===== config.mk =====
export PLATFORM = sky130hd
export DESIGN_NAME = ifetch_buffer
export DESIGN_NICKNAME = d
export VERILOG_FILES = /design/src/rtl/ifetch_buffer.sv
export SDC_FILE = /design/constraint.sdc
export NUM_CORES = 1
export LEC_CHECK = 0
export CAP_MARGIN = 40
export CORE_UTILIZATION = 39
export CTS_CLUSTER_DIAMETER = 200
export CTS_CLUSTER_SIZE = 10
export DETAILED_ROUTE_END_ITERATION = 12
export DONT_BUFFER_PORTS = 1
export GPL_TIMING_DRIVEN = 0
export PLACE_DENSITY = 0.6
export SYNTH_ARGS = -nofsm -noshare
export SYNTH_HDL_FRONTEND = slang
export SYNTH_SLANG_ARGS = --single-unit

===== constraint.sdc =====
create_clock -name clk -period 5.45 [get_ports clk]
set_input_delay 0.2725 -clock clk [delete_from_list [all_inputs] [get_ports clk]]
set_output_delay 0.2725 -clock clk [all_outputs]
set_load 0.02 [all_outputs]

===== src/rtl/ifetch_buffer.sv =====
// Instruction fetch stage: the fetch pointer drives an imem req/ack port, and returned words queue in a DEPTH-entry FIFO for decode.
// Latency: an ack in cycle N makes the word visible on inst_* in N+1. Backpressure: requests stop when the FIFO is full.
// Optional macro IFETCH_STALL_CNT_EN enables the saturating stall_cycles bubble counter; otherwise it reads 0.
module ifetch_buffer #(
  parameter int          DEPTH    = 4,
  parameter logic [31:0] RESET_PC = 32'h00400020
) (
  input  logic        clk,
  input  logic        reset,
  input  logic        redirect,
  input  logic [31:0] redirect_addr,
  output logic        imem_req,
  output logic [31:0] imem_addr,
  input  logic        imem_ack,
  input  logic [31:0] imem_rdata,
  output logic        inst_valid,
  input  logic        inst_ready,
  output logic [31:0] inst_data,
  output logic [31:0] inst_pc,
  output logic [31:0] fetch_pc,
  output logic [31:0] stall_cycles
);
  localparam int AW = $clog2(DEPTH);
  localparam int CW = AW + 1;

  typedef enum logic [1:0] {FETCH, FULL, DRAIN} state_t;

  state_t          state_q, state_d;
  logic [31:0]     fetch_pc_q, fetch_pc_d;
  logic [31:0]     stale_q, stale_d;
  logic [CW-1:0]   count_q, count_nx;
  logic [AW-1:0]   wr_ptr_q, rd_ptr_q;
  logic [31:0]     mem_data [DEPTH];
  logic [31:0]     mem_pc   [DEPTH];
  logic            ack, push, pop;

  assign imem_req   = !reset && (state_q != FULL);
  assign imem_addr  = (state_q == DRAIN) ? stale_q : fetch_pc_q;
  assign fetch_pc   = fetch_pc_q;
  assign inst_valid = (count_q != '0);
  assign inst_data  = mem_data[rd_ptr_q];
  assign inst_pc    = mem_pc[rd_ptr_q];

  // A flush voids both the same-cycle push and pop.
  assign ack      = imem_ack && imem_req;
  assign push     = (state_q == FETCH) && ack && !redirect;
  assign pop      = inst_valid && inst_ready && !redirect;
  assign count_nx = count_q + CW'(push) - CW'(pop);

  always_comb begin
    state_d    = state_q;
    fetch_pc_d = fetch_pc_q;
    stale_d    = stale_q;
    if (redirect) begin
      fetch_pc_d = redirect_addr & 32'hFFFF_FFFC;
      case (state_q)
        FETCH: begin
          if (!ack) begin
            state_d = DRAIN;
            stale_d = fetch_pc_q;
          end
        end
        FULL:    state_d = FETCH;
        DRAIN:   if (ack) state_d = FETCH;
        default: state_d = FETCH;
      endcase
    end else begin
      case (state_q)
        FETCH: begin
          if (push) fetch_pc_d = fetch_pc_q + 32'd4;
          if (count_nx == CW'(DEPTH)) state_d = FULL;
        end
        FULL:    if (pop) state_d = FETCH;
        DRAIN:   if (ack) state_d = FETCH;
        default: state_d = FETCH;
      endcase
    end
  end

  always_ff @(posedge clk) begin
    if (reset) begin
      state_q    <= FETCH;
      fetch_pc_q <= RESET_PC;
      stale_q    <= RESET_PC;
      count_q    <= '0;
      wr_ptr_q   <= '0;
      rd_ptr_q   <= '0;
    end else begin
      state_q    <= state_d;
      fetch_pc_q <= fetch_pc_d;
      stale_q    <= stale_d;
      if (redirect) begin
        count_q  <= '0;
        wr_ptr_q <= '0;
        rd_ptr_q <= '0;
      end else begin
        count_q <= count_nx;
        if (push) wr_ptr_q <= wr_ptr_q + AW'(1);
        if (pop)  rd_ptr_q <= rd_ptr_q + AW'(1);
      end
    end
  end

  always_ff @(posedge clk) begin
    if (push) begin
      mem_data[wr_ptr_q] <= imem_rdata;
      mem_pc[wr_ptr_q]   <= fetch_pc_q;
    end
  end

`ifdef IFETCH_STALL_CNT_EN
  logic [31:0] stall_q;

  always_ff @(posedge clk) begin
    if (reset) begin
      stall_q <= '0;
    end else if (inst_ready && !inst_valid && !redirect && (stall_q != 32'hFFFF_FFFF)) begin
      stall_q <= stall_q + 32'd1;
    end
  end

  assign stall_cycles = stall_q;
`else
  assign stall_cycles = 32'h0;
`endif

endmodule


* After elaboration in Yosys (flattened, before gate mapping)
Memories as Yosys holds them, arrays and structs flattened. A register that Yosys moved wholly into a read port is not among the register bits.
Index checks and enable logic that the tools add are counted.
W data, S select, Z words.
** Word-level totals
- Output and inout bits :: 162
- Memory bits (writable) :: 256
- Register bits :: 73
- Logic and storage cells :: 56
- Memories :: 2
- Input port bits :: 69
** Operators by class
- Reductions and logical operators :: 17
- Mux-type cells :: 17
- $add $sub $neg :: 5
- Bitwise logic cells :: 1
- Eq/ne operators :: 7
** Memory list
- mem_data :: depth 4, width 32, read ports 1, clocked after Yosys merged registers in 1, write ports 1, RTL line 33 : logic [31:0] mem_data [DEPTH];
- mem_pc :: depth 4, width 32, read ports 1, clocked after Yosys merged registers in 1, write ports 1, RTL line 34 : logic [31:0] mem_pc [DEPTH];
** Operators by type and width (count)
- $mux W32 :: 4
- $add A32 B3 Y32 const B :: 1
- $mux W2 :: 9
- $logic_and A1 B1 Y1 :: 6
- $ne A3 B3 Y1 const B :: 2
- $pmux W2 S3 :: 1
- $reduce_and A3 Y1 :: 2
- $add A2 B1 Y2 const B :: 2
- $pmux W2 S2 :: 1
- $reduce_and A2 Y1 :: 2
- $reduce_bool A2 Y1 :: 2
- $add A3 B1 Y3 :: 1
- $eq A3 B3 Y1 const B :: 1
- $ne A3 B2 Y1 const B :: 1
- $reduce_bool A3 Y1 :: 1
- $sub A3 B1 Y3 :: 1
- $eq A2 B1 Y1 const B :: 1
- $eq A2 B2 Y1 const B :: 1
- $logic_not A1 Y1 :: 2
- $logic_not A2 Y1 :: 1
- $mux W1 :: 2
- $ne A2 B1 Y1 const B :: 1
- $reduce_or A2 Y1 :: 1
- $not A1 Y1 :: 1

* Depth between registers and ports, before layout
Gate-level depths: netlist of run 1.
- Depth in word-level cells :: 11
- Depth in mapped cells :: 14
- Depth with buffers taken out :: 11

* Worst setup path after synthesis of run 1
Ideal clock, no wire load.
- Kind :: register -> register
- Start point :: register state_q[0]
- End point :: memory mem_data[0][0], enable pin
- Cell stages (with the launch flop) :: 5
- Setup time :: 427 ps
- Arrival :: 2746 ps
- Buffers on the path :: 2
- Period minus slack after synthesis :: 3173 ps
- Setup slack :: 2277 ps
- Path through :: dfxtp_1 -> buf_6 -> nor4b_1 -> clkbuf_1 -> and3_1
** Between the ends
- Longest elaborated chain between the ends :: 7
- Elaborated cells between the ends (all ways) :: 8
- Those cells by class :: eq/ne: 1; mux: 2; reduce/logical: 5
** RTL lines
- start, declared :: RTL line 28 : state_t state_q, state_d;
- start signal, assigned :: RTL line 89 : state_q <= state_d;
- $ne A2 B1 Y1 :: RTL line 37 : assign imem_req = !reset && (state_q != FULL);
- $logic_and A1 B1 Y1 :: RTL line 37
- $logic_and A1 B1 Y1 :: RTL line 45 : assign ack = imem_ack && imem_req;
- $logic_and A1 B1 Y1 (*) (2 in series) :: RTL line 46 : assign push = (state_q == FETCH) && ack && !redirect;
- $mux W1 (*) :: RTL line 105 : if (push) begin
- $mux W1 (not written as such) (*) :: RTL line 106 : mem_data[wr_ptr_q] <= imem_rdata;
- end, declared :: RTL line 33
Every way passes the cells marked *; elsewhere a longest branch is shown, timed or not.

* Final worst setup path of run 1
- Start point :: register state_q[0]
- End point :: register state_q[0]
** Between the ends
- Longest elaborated chain between the ends :: 10
- Elaborated cells between the ends (all ways) :: 19
- Those cells by class :: add/sub: 2; eq/ne: 7; mux: 4; reduce/logical: 6
** RTL lines
- $ne A2 B1 Y1 :: RTL line 37
- $logic_and A1 B1 Y1 :: RTL line 37
- $logic_and A1 B1 Y1 :: RTL line 45
- $logic_and A1 B1 Y1 (2 in series) :: RTL line 46
- $add A3 B1 Y3 :: RTL line 48 : assign count_nx = count_q + CW'(push) - CW'(pop);
- $sub A3 B1 Y3 :: RTL line 48
- $eq A3 B3 Y1 :: RTL line 71 : if (count_nx == CW'(DEPTH)) state_d = FULL;
- $ne A3 B2 Y1 (no line)
- $reduce_and A3 Y1 (no line)
Parallel ways exist; a longest one is shown, timed or not.
A chain may end at the register's enable or synchronous reset.

==> impl_summary.txt, run 1 <==
----------------------------------------------------
[Run status]
  Run status ... finished, final reports clean

[Die]
  Number of I/O pins ... 231
  Placeable core region ... ~0.033 mm2
  Count of standard-cell rows ... 66
  Die width ... ~180 um
  Initial Util ... 39.6%
  Die Span Y ... roughly 180 um
  Die Area ... 0.0338 mm2

[Power]
  Clock group share of total power ... between 40% and 50%
  Flop pwr share ... around half
  Switching share of total power ... 22.5%
  Maximum vdd ir drop ... roughly 0.00019 V
  Total Power Consumption ... between 5000 and 6000 uW
  Total net switching power ... between 1000 and 1500 uW
  Power density over the cells ... 341 mW/mm2
  Total leakage power ... around 0.0050 uW
  Logic gate share of total power ... between 6 and 7%
  Internal Dissipation ... 4100 uW

[Clocking]
  Count of hold-fix buffers inserted at cts ... 61
  # clock sinks ... 319
  Inserted Clock Buffers ... 37
  CTS Root Cell ... sky130_fd_sc_hd__clkbuf_16
  Clock-pin slew of the registers on the worst-case setup and hold paths ... 0.06 ns
  CTS HTree Levels ... 2
  CTS tree ... built
  CTS resizes ... 0
  Clk_lat worst skew ... between 0.5 and 0.6 ns
  Setup bufs post-CTS ... 0
  Clock tree buffer depth ... 3

[Routing]
  Per-cell routed wire length ... around 22 um
  Drt pass-1 iters ... 6
  DRC violations left ... 0
  Sum of routed wire length over all layers ... between 30000 and 40000 um
  Via count normalized by instance count ... between 5 and 6
  Initial detailed-routing violation count ... about 450
  Total via count after detailed routing ... ~7500
  Count of nets left with antenna violations after detail routing ... 0

[Setup path]
  Register-to-register setup slack ... between 1.5 and 2 ns
  Kind of critical path ... reg -> reg
  Category of the worst setup path capture point ... register
  Critical path data arrival time ... ~3.9 ns
  Worst EP required ... 5.88 ns
  Critical Path Start Type ... register
  Worst Path Max Fanout ... 10

[STA]
  Final Max Tran Viols ... 0
  Unrepaired setup endpoints after global routing ... no
  Largest clock skew in the final design ... 0.0164 ns
  Relative slew margins ... a little over two fifths
  Worst-margin pin slew ... about 0.85 ns
  Count of endpoints failing hold in the final timing report ... 0
  Max Clk Rate ... approximately 290 MHz
  Final total negative setup slack ... 0 ns
  Final worst path period need ... ~3.5 ns
  Share of the clock period used by the worst path after layout ... between 60% and 70%
  # setup viols final ... 0

[Finish]
  Area growth syn-to-layout ... 20.2%
  Fraction of final layout cells with drive strength greater than 1 ... between 10% and 20%
  Total Nets Final ... about 1100
  Share of the core filled with cells ... 47.6%
  Final instance area ... about 0.015 mm2

[GRT]
  Pin count of the biggest net entering global routing ... 43
  Most crowded layer after global routing ... met2
  Initial antenna violation count ... 2
  Combined global-route utilization of all metal layers ... roughly a fifth
  Remaining global-route overflow ... 0
  Met3 layer usage reported by global route ... 6.54%
  Global routing usage on met1 ... a little under a quarter
  Via count of the first global-routing pass ... about 7400
  Global-route wire length before repair ... 47100 um
  Met2 capacity usage during global routing ... 31.0%

[Logic synthesis]
  Mean area per synthesized cell ... about 16 um2
  Post-synthesis cell type count ... 45
  Post-synthesis sequential element count ... 319
  Synth async-reset ratio ... 0%
  Sequential element share of the synthesized area ... a little under 70%
  Netlist area before placement ... around 0.013 mm2
  Syn. warnings ... 0
  Gate Count Post-Synth ... 826
  Leading register cell type out of synthesis ... sky130_fd_sc_hd__edfxtp_1
  Post-synth EDFFs ... about 250

[Min path]
  Type of the worst min-delay path ... in -> reg

[Place]
  Weighted congestion reported at the end of routability-driven placement ... between 0.8 and 0.9
  Detailed-placement wirelength estimate ... about 21000 um
  Area post-placement ... 0.0138 mm2
  Count of port buffers added during placement ... 0

[Flow run]
  Max-Cap Viols ... 0

----------------------------------------------------
## power by group through the flow
stage	registers, uW	clock network [uW]	logic [uW]
after detailed placement	2800	0	274
after global routing	2750	2380	343
after CTS	2750	2290	321
after floorplan	2770	0	212
after global placement	2800	0	265
final	2740	2220	320
## per-layer routing
metal	vias to the layer above	share of wire, %	wire length [um]
met4	2	1.5	473
met2	294	49	15500
li1	3452	-	-
met5	-	0.041	13
met1	3739	41	12900
met3	38	9.0	2870
## worst max-delay path, stage by stage (launching register included)
cell and delay [ns]:
sky130_fd_sc_hd__dfxtp_1 0.31, sky130_fd_sc_hd__buf_6 0.13, sky130_fd_sc_hd__or4b_4 0.56, sky130_fd_sc_hd__clkbuf_1 0.26
sky130_fd_sc_hd__clkbuf_1 0.34, sky130_fd_sc_hd__nor2_1 0.23, sky130_fd_sc_hd__inv_1 0.07, sky130_fd_sc_hd__ha_1 0.27
sky130_fd_sc_hd__inv_1 0.04, sky130_fd_sc_hd__ha_1 0.19, sky130_fd_sc_hd__fa_1 0.38, sky130_fd_sc_hd__xor2_1 0.18
sky130_fd_sc_hd__xnor2_1 0.20, sky130_fd_sc_hd__a22oi_1 0.10, sky130_fd_sc_hd__nor3_1 0.13
## registers in the layout (all words and copies together), names as in the netlist, named ones only
signal    count
mem_pc      120
state_q       2
wr_ptr_q      2
mem_data    128
stale_q      30
count_q       3
fetch_pc     30
rd_ptr_q      2
## layout by cell type (no fill, tap or decap), types with 3 or more instances in the layout
cell,Yosys,final
sky130_fd_sc_hd__buf_1,9,9
sky130_fd_sc_hd__mux2_2,23,23
sky130_fd_sc_hd__or4_1,11,11
sky130_fd_sc_hd__dfxtp_1,71,71
sky130_fd_sc_hd__o31ai_1,7,7
sky130_fd_sc_hd__buf_4,38,38
sky130_fd_sc_hd__o21ai_0,9,9
sky130_fd_sc_hd__a211oi_1,15,15
sky130_fd_sc_hd__and3_4,0,4
sky130_fd_sc_hd__nand3_1,13,13
sky130_fd_sc_hd__buf_6,1,5
sky130_fd_sc_hd__xnor2_1,13,13
sky130_fd_sc_hd__dlygate4sd3_1,0,61
sky130_fd_sc_hd__a21oi_1,33,33
sky130_fd_sc_hd__buf_2,1,6
sky130_fd_sc_hd__nor4_1,11,11
sky130_fd_sc_hd__and3_1,9,5
sky130_fd_sc_hd__nand2_1,82,82
sky130_fd_sc_hd__nor2_1,34,34
sky130_fd_sc_hd__buf_16,0,4
sky130_fd_sc_hd__nor3_1,10,10
sky130_fd_sc_hd__and4_1,3,3
sky130_fd_sc_hd__clkbuf_1,39,59
sky130_fd_sc_hd__inv_1,21,21
sky130_fd_sc_hd__nand4_1,12,12
sky130_fd_sc_hd__ha_1,7,7
sky130_fd_sc_hd__mux4_2,62,62
sky130_fd_sc_hd__nand2b_1,3,3
sky130_fd_sc_hd__o211ai_1,4,4
sky130_fd_sc_hd__a2111oi_0,4,4
sky130_fd_sc_hd__edfxtp_1,248,248
sky130_fd_sc_hd__clkbuf_16,0,39
sky130_fd_sc_hd__a311oi_1,11,11
sky130_fd_sc_hd__conb_1,1,38
sky130_fd_sc_hd__or3_1,4,4
## through the flow
stage | setup WS, ns | std cells | hold slack (ns)
floorplan | 2.28 | 863 | 0.361
global placement | 0.213 | 1305 | 0.365
detailed placement | 2.05 | 1321 | 0.366
CTS | 2.03 | 1442 | 0.00222
global route | 1.87 | 1443 | 0.0101
finish | 1.99 | 1443 | 0.0447
## path summary, 6_finish.rpt
path | start | endpoint | depth (start not counted)
worst max-delay path | state_q[0]$_SDFFE_PP0P_ | state_q[0]$_SDFFE_PP0P_ | 14
worst min-delay path | redirect_addr[31] | fetch_pc[31]$_SDFFE_PP0P_ | 2
worst max register to register | state_q[0]$_SDFFE_PP0P_ | state_q[0]$_SDFFE_PP0P_ | 14
worst min register to register | stale_q[17]$_SDFFE_PP0P_ | stale_q[17]$_SDFFE_PP0P_ | 2
## logic make-up after synthesis
family          after synthesis  synth area share (%)
simple gates                197                  7.36
mux                          85                  12.8
xor+xnor                     15                  1.02
buf+inv                     109                  4.35
other cells                   1                0.0291
flops                       319                  68.8
fa+ha+maj                     8                 0.835
compound gates               92                  4.78
## cells in the mapped netlist, types with 11 or more instances
| master | instances | area share, % |
|---|---|---|
| sky130_fd_sc_hd__mux2_2 | 23 | 2.0 |
| sky130_fd_sc_hd__dfxtp_1 | 71 | 11 |
| sky130_fd_sc_hd__a21oi_1 | 33 | 1.3 |
| sky130_fd_sc_hd__nor2_1 | 34 | 0.99 |
| sky130_fd_sc_hd__edfxtp_1 | 248 | 58 |
| sky130_fd_sc_hd__a311oi_1 | 11 | 0.75 |
| sky130_fd_sc_hd__a211oi_1 | 15 | 0.87 |
| sky130_fd_sc_hd__buf_4 | 38 | 2.2 |
| sky130_fd_sc_hd__nand3_1 | 13 | 0.50 |
| sky130_fd_sc_hd__mux4_2 | 62 | 11 |
| sky130_fd_sc_hd__nor4_1 | 11 | 0.53 |
| sky130_fd_sc_hd__inv_1 | 21 | 0.61 |
| sky130_fd_sc_hd__clkbuf_1 | 39 | 1.1 |
| sky130_fd_sc_hd__or4_1 | 11 | 0.64 |
| sky130_fd_sc_hd__nand4_1 | 12 | 0.58 |
| sky130_fd_sc_hd__xnor2_1 | 13 | 0.88 |
| sky130_fd_sc_hd__nand2_1 | 82 | 2.4 |
## cell type report
| cell class | instances | area [um2] |
|---|---|---|
| clock inverters | 1 | 8.76 |
| clock buffers | 59 | 1050 |
| multi-input cells | 435 | 3620 |
| fillers | 2895 | 17000 |
| plain buffers | 88 | 482 |
| diodes | 1 | 2.50 |
| repair buffers | 77 | 832 |
| well taps | 442 | 553 |
| inverters | 21 | 78.8 |
| flip-flops and latches | 319 | 8870 |
No activity file was read; power rests on OpenSTA's default activity.
==> run 2: changes to the inputs <==
PLACE_DENSITY = 0.62   (was 0.6)
clock period = 2.93 ns   (was 5.45 ns; I/O delays follow)
==> run 2 against run 1 <==
Flip-flop and latch count unchanged. Critical path type unchanged. Non-clock buffer count up 6. Final area rose by 0.42%. Combinational power is 92% higher. Via count grew 0.89%. Final cell count hardly changed. Register-to-register slack worse by 1.9 ns. Critical endpoint unchanged.
==> impl_summary.txt, run 2 (synthesis gave the netlist of run 1 again) <==
----------------------------------------------------
[Run status]
  Run status ... finished, final reports clean

[Setup path]
  CP peak stage delay ... roughly 0.54 ns
  Master of the slowest instance on the critical path ... sky130_fd_sc_hd__or4b_4
  Reg2reg start ... state_q[0]$_SDFFE_PP0P_
  Worst flop-to-flop path endpoint ... state_q[0]$_SDFFE_PP0P_
  Critical Path Start Type ... register
  Critical path data arrival time ... roughly 3.3 ns
  Critical-path cell list ... buf_6, or4b_4, clkbuf_16, nor2_4, inv_1, ha_1, inv_1, ha_1, fa_2, xor2_1, xnor2_1, a22oi_1, nor3_1
  Reg2reg path depth ... 13
  Worst Path Max Fanout ... 11
  Kind of critical path ... reg -> reg
  Worst EP required ... about 3.4 ns
  Register-to-register setup slack ... ~0.075 ns
  Category of the worst setup path capture point ... register

[Routing]
  Routed metal-1 wirelength ... ~13000 um
  Initial detailed-routing violation count ... about 510
  Per-cell routed wire length ... 22.0 um
  Routed wire length on met3 ... between 2000 and 3000 um
  Sum of routed wire length over all layers ... 31800 um
  Highest metal layer with signal wires ... met4
  Total via count after detailed routing ... around 7600
  Amount of wire on met2 after detailed routing ... 15200 um
  Drt pass-1 iters ... 7
  DRC violations left ... 0
  Via count normalized by instance count ... 5.26
  Count of nets left with antenna violations after detail routing ... 0

[Power]
  Power density over the cells ... approximately 630 mW/mm2
  Total leakage power ... roughly 0.0051 uW
  Maximum vdd ir drop ... 0.000359 V

[Finish]
  Most frequent standard cell in the layout excluding fill and tap cells ... sky130_fd_sc_hd__edfxtp_1
  Flip-flop count of the largest register after layout ... roughly 130
  Final instance area ... 0.0156 mm2
  Total Nets Final ... between 1000 and 1500
  Number of antenna repair diodes ... 0
  Register with the highest flop count ... mem_data
  Largest registers ... mem_data x128, mem_pc x120
  Top library cells by usage in the layout, fill and taps aside ... 248 x sky130_fd_sc_hd__edfxtp_1, 82 x sky130_fd_sc_hd__nand2_1, 67 x sky130_fd_sc_hd__dfxtp_1
  Fraction of final layout cells with drive strength greater than 1 ... 20.1%
  Area growth syn-to-layout ... 20.7%

[STA]
  Share of the clock period used by the worst path after layout ... between 90% and 100%
  Count of endpoints failing hold in the final timing report ... 0
  # setup viols final ... 0
  Worst-margin pin slew ... 0.925 ns
  Worst-case hold slack ... between 0.06 and 0.07 ns
  Final worst path period need ... approximately 2.9 ns
  Unrepaired setup endpoints after global routing ... yes
  Max Clk Rate ... 350 MHz
  Final Max Tran Viols ... 0
  Relative slew margins ... between 30% and 40%
  Largest clock skew in the final design ... about 0.011 ns

[GRT]
  Combined global-route utilization of all metal layers ... about a fifth
  Global-route wire length before repair ... about 47000 um
  Remaining global-route overflow ... 0
  Pin count of the biggest net entering global routing ... 51
  Via count of the first global-routing pass ... ~7600
  Initial antenna violation count ... 0

[Die]
  Count of standard-cell rows ... 66
  Die Span Y ... 184 um
  Die Area ... about 0.034 mm2
  Placeable core region ... 0.0325 mm2
  Number of I/O pins ... about 230
  Die width ... about 180 um
  Initial Util ... 39.6%

[Min path]
  Worst hold path startpoint ... inst_ready
  Type of the worst min-delay path ... in -> reg
  Worst hold path stage count ... 4

[Clocking]
  Clock-pin slew of the registers on the worst-case setup and hold paths ... 0.05 ns
  Clk_lat worst skew ... approximately 0.51 ns
  CTS Root Cell ... sky130_fd_sc_hd__clkbuf_16
  Inserted Clock Buffers ... 37
  Clock tree buffer depth ... 3
  CTS tree ... built
  CTS HTree Levels ... 2
  # clock sinks ... about 320

[Place]
  Detailed-placement wirelength estimate ... roughly 20000 um
  Weighted congestion reported at the end of routability-driven placement ... slightly above 0.8
  Count of port buffers added during placement ... 0
  Area post-placement ... 0.0138 mm2

[Flow run]
  Max-Cap Viols ... 0

----------------------------------------------------
[run 2: changes by cell type in the layout (fill, tap and decap cells not counted), sizes merged]
cell,delta
clkdlybuf4s15,-1
clkbuf,-8
clkdlybuf4s18,+1
diode,-1
buf,+3
and3,+1
dlygate4sd3,+4
[run 2: critical path, delay by kind of cell (launching register included)]
family          cells  cell delay, ns
compound gates      1            0.09
xor+xnor            2            0.34
fa+ha+maj           3            0.80
buf+inv             4            0.42
flops               1            0.30
simple gates        3            0.83
[run 2: worst max path at each step]
stage                               end  slack, ns  cells past startpoint                     from
4_1_cts         state_q[0]$_SDFFE_PP0P_      -0.07                     14  state_q[0]$_SDFFE_PP0P_
3_3_place_gp   mem_data[2][8]$_DFFE_PP_      -0.80                      4  state_q[0]$_SDFFE_PP0P_
5_1_grt         state_q[0]$_SDFFE_PP0P_      -0.06                     13  state_q[0]$_SDFFE_PP0P_
6_report        state_q[0]$_SDFFE_PP0P_       0.08                     13  state_q[0]$_SDFFE_PP0P_
2_1_floorplan   state_q[0]$_SDFFE_PP0P_       0.03                     14  state_q[0]$_SDFFE_PP0P_
3_5_place_dp    state_q[0]$_SDFFE_PP0P_      -0.37                     14  state_q[0]$_SDFFE_PP0P_
[run 2: report_power, final]
part           switching (uW)  internal [uW]
logic                     383            230
clock network            1660           2400
registers                 142           4960
[run 2: per-stage QoR]
stage                     setup WS [ns]  total power (uW)  util, %  setup TNS [ns]  std cells
after floorplan                  0.0292              5550        -               0        863
after global placement           -0.800              5690     41.8         -191.15       1305
after detailed placement         -0.371              5710     42.5          -0.834       1321
after CTS                       -0.0670              9900     47.8         -0.0670       1442
after global routing            -0.0566             10100     47.8         -0.0566       1442
final                            0.0751              9780     47.8               0       1442
[run 2: final cells by class]
class / count / area [um2]
well taps: 442 / 553
inverters: 21 / 78.8
multi-input cells: 436 / 3640
fillers: 2841 / 17000
clock buffers: 52 / 1020
clock inverters: 1 / 8.76
flip-flops and latches: 319 / 8870
plain buffers: 87 / 504
repair buffers: 84 / 881
[run 2: timing repair]
item	4_1_cts	5_1_grt
setup buffers	3	0
pin swaps	3	5
resized for setup	10	9
gates cloned	0	1
hold endpoints to repair	159	0
endpoints found under the setup margin	23	42
hold buffers	65	0
[run 2: per-layer routing]
layer / up-vias / track usage, %
li1: 3442 / -
met1: 3775 / 23.1
met2: 321 / 31.2
met3: 54 / 5.55
met4: 0 / 5.73
met5: - / 0
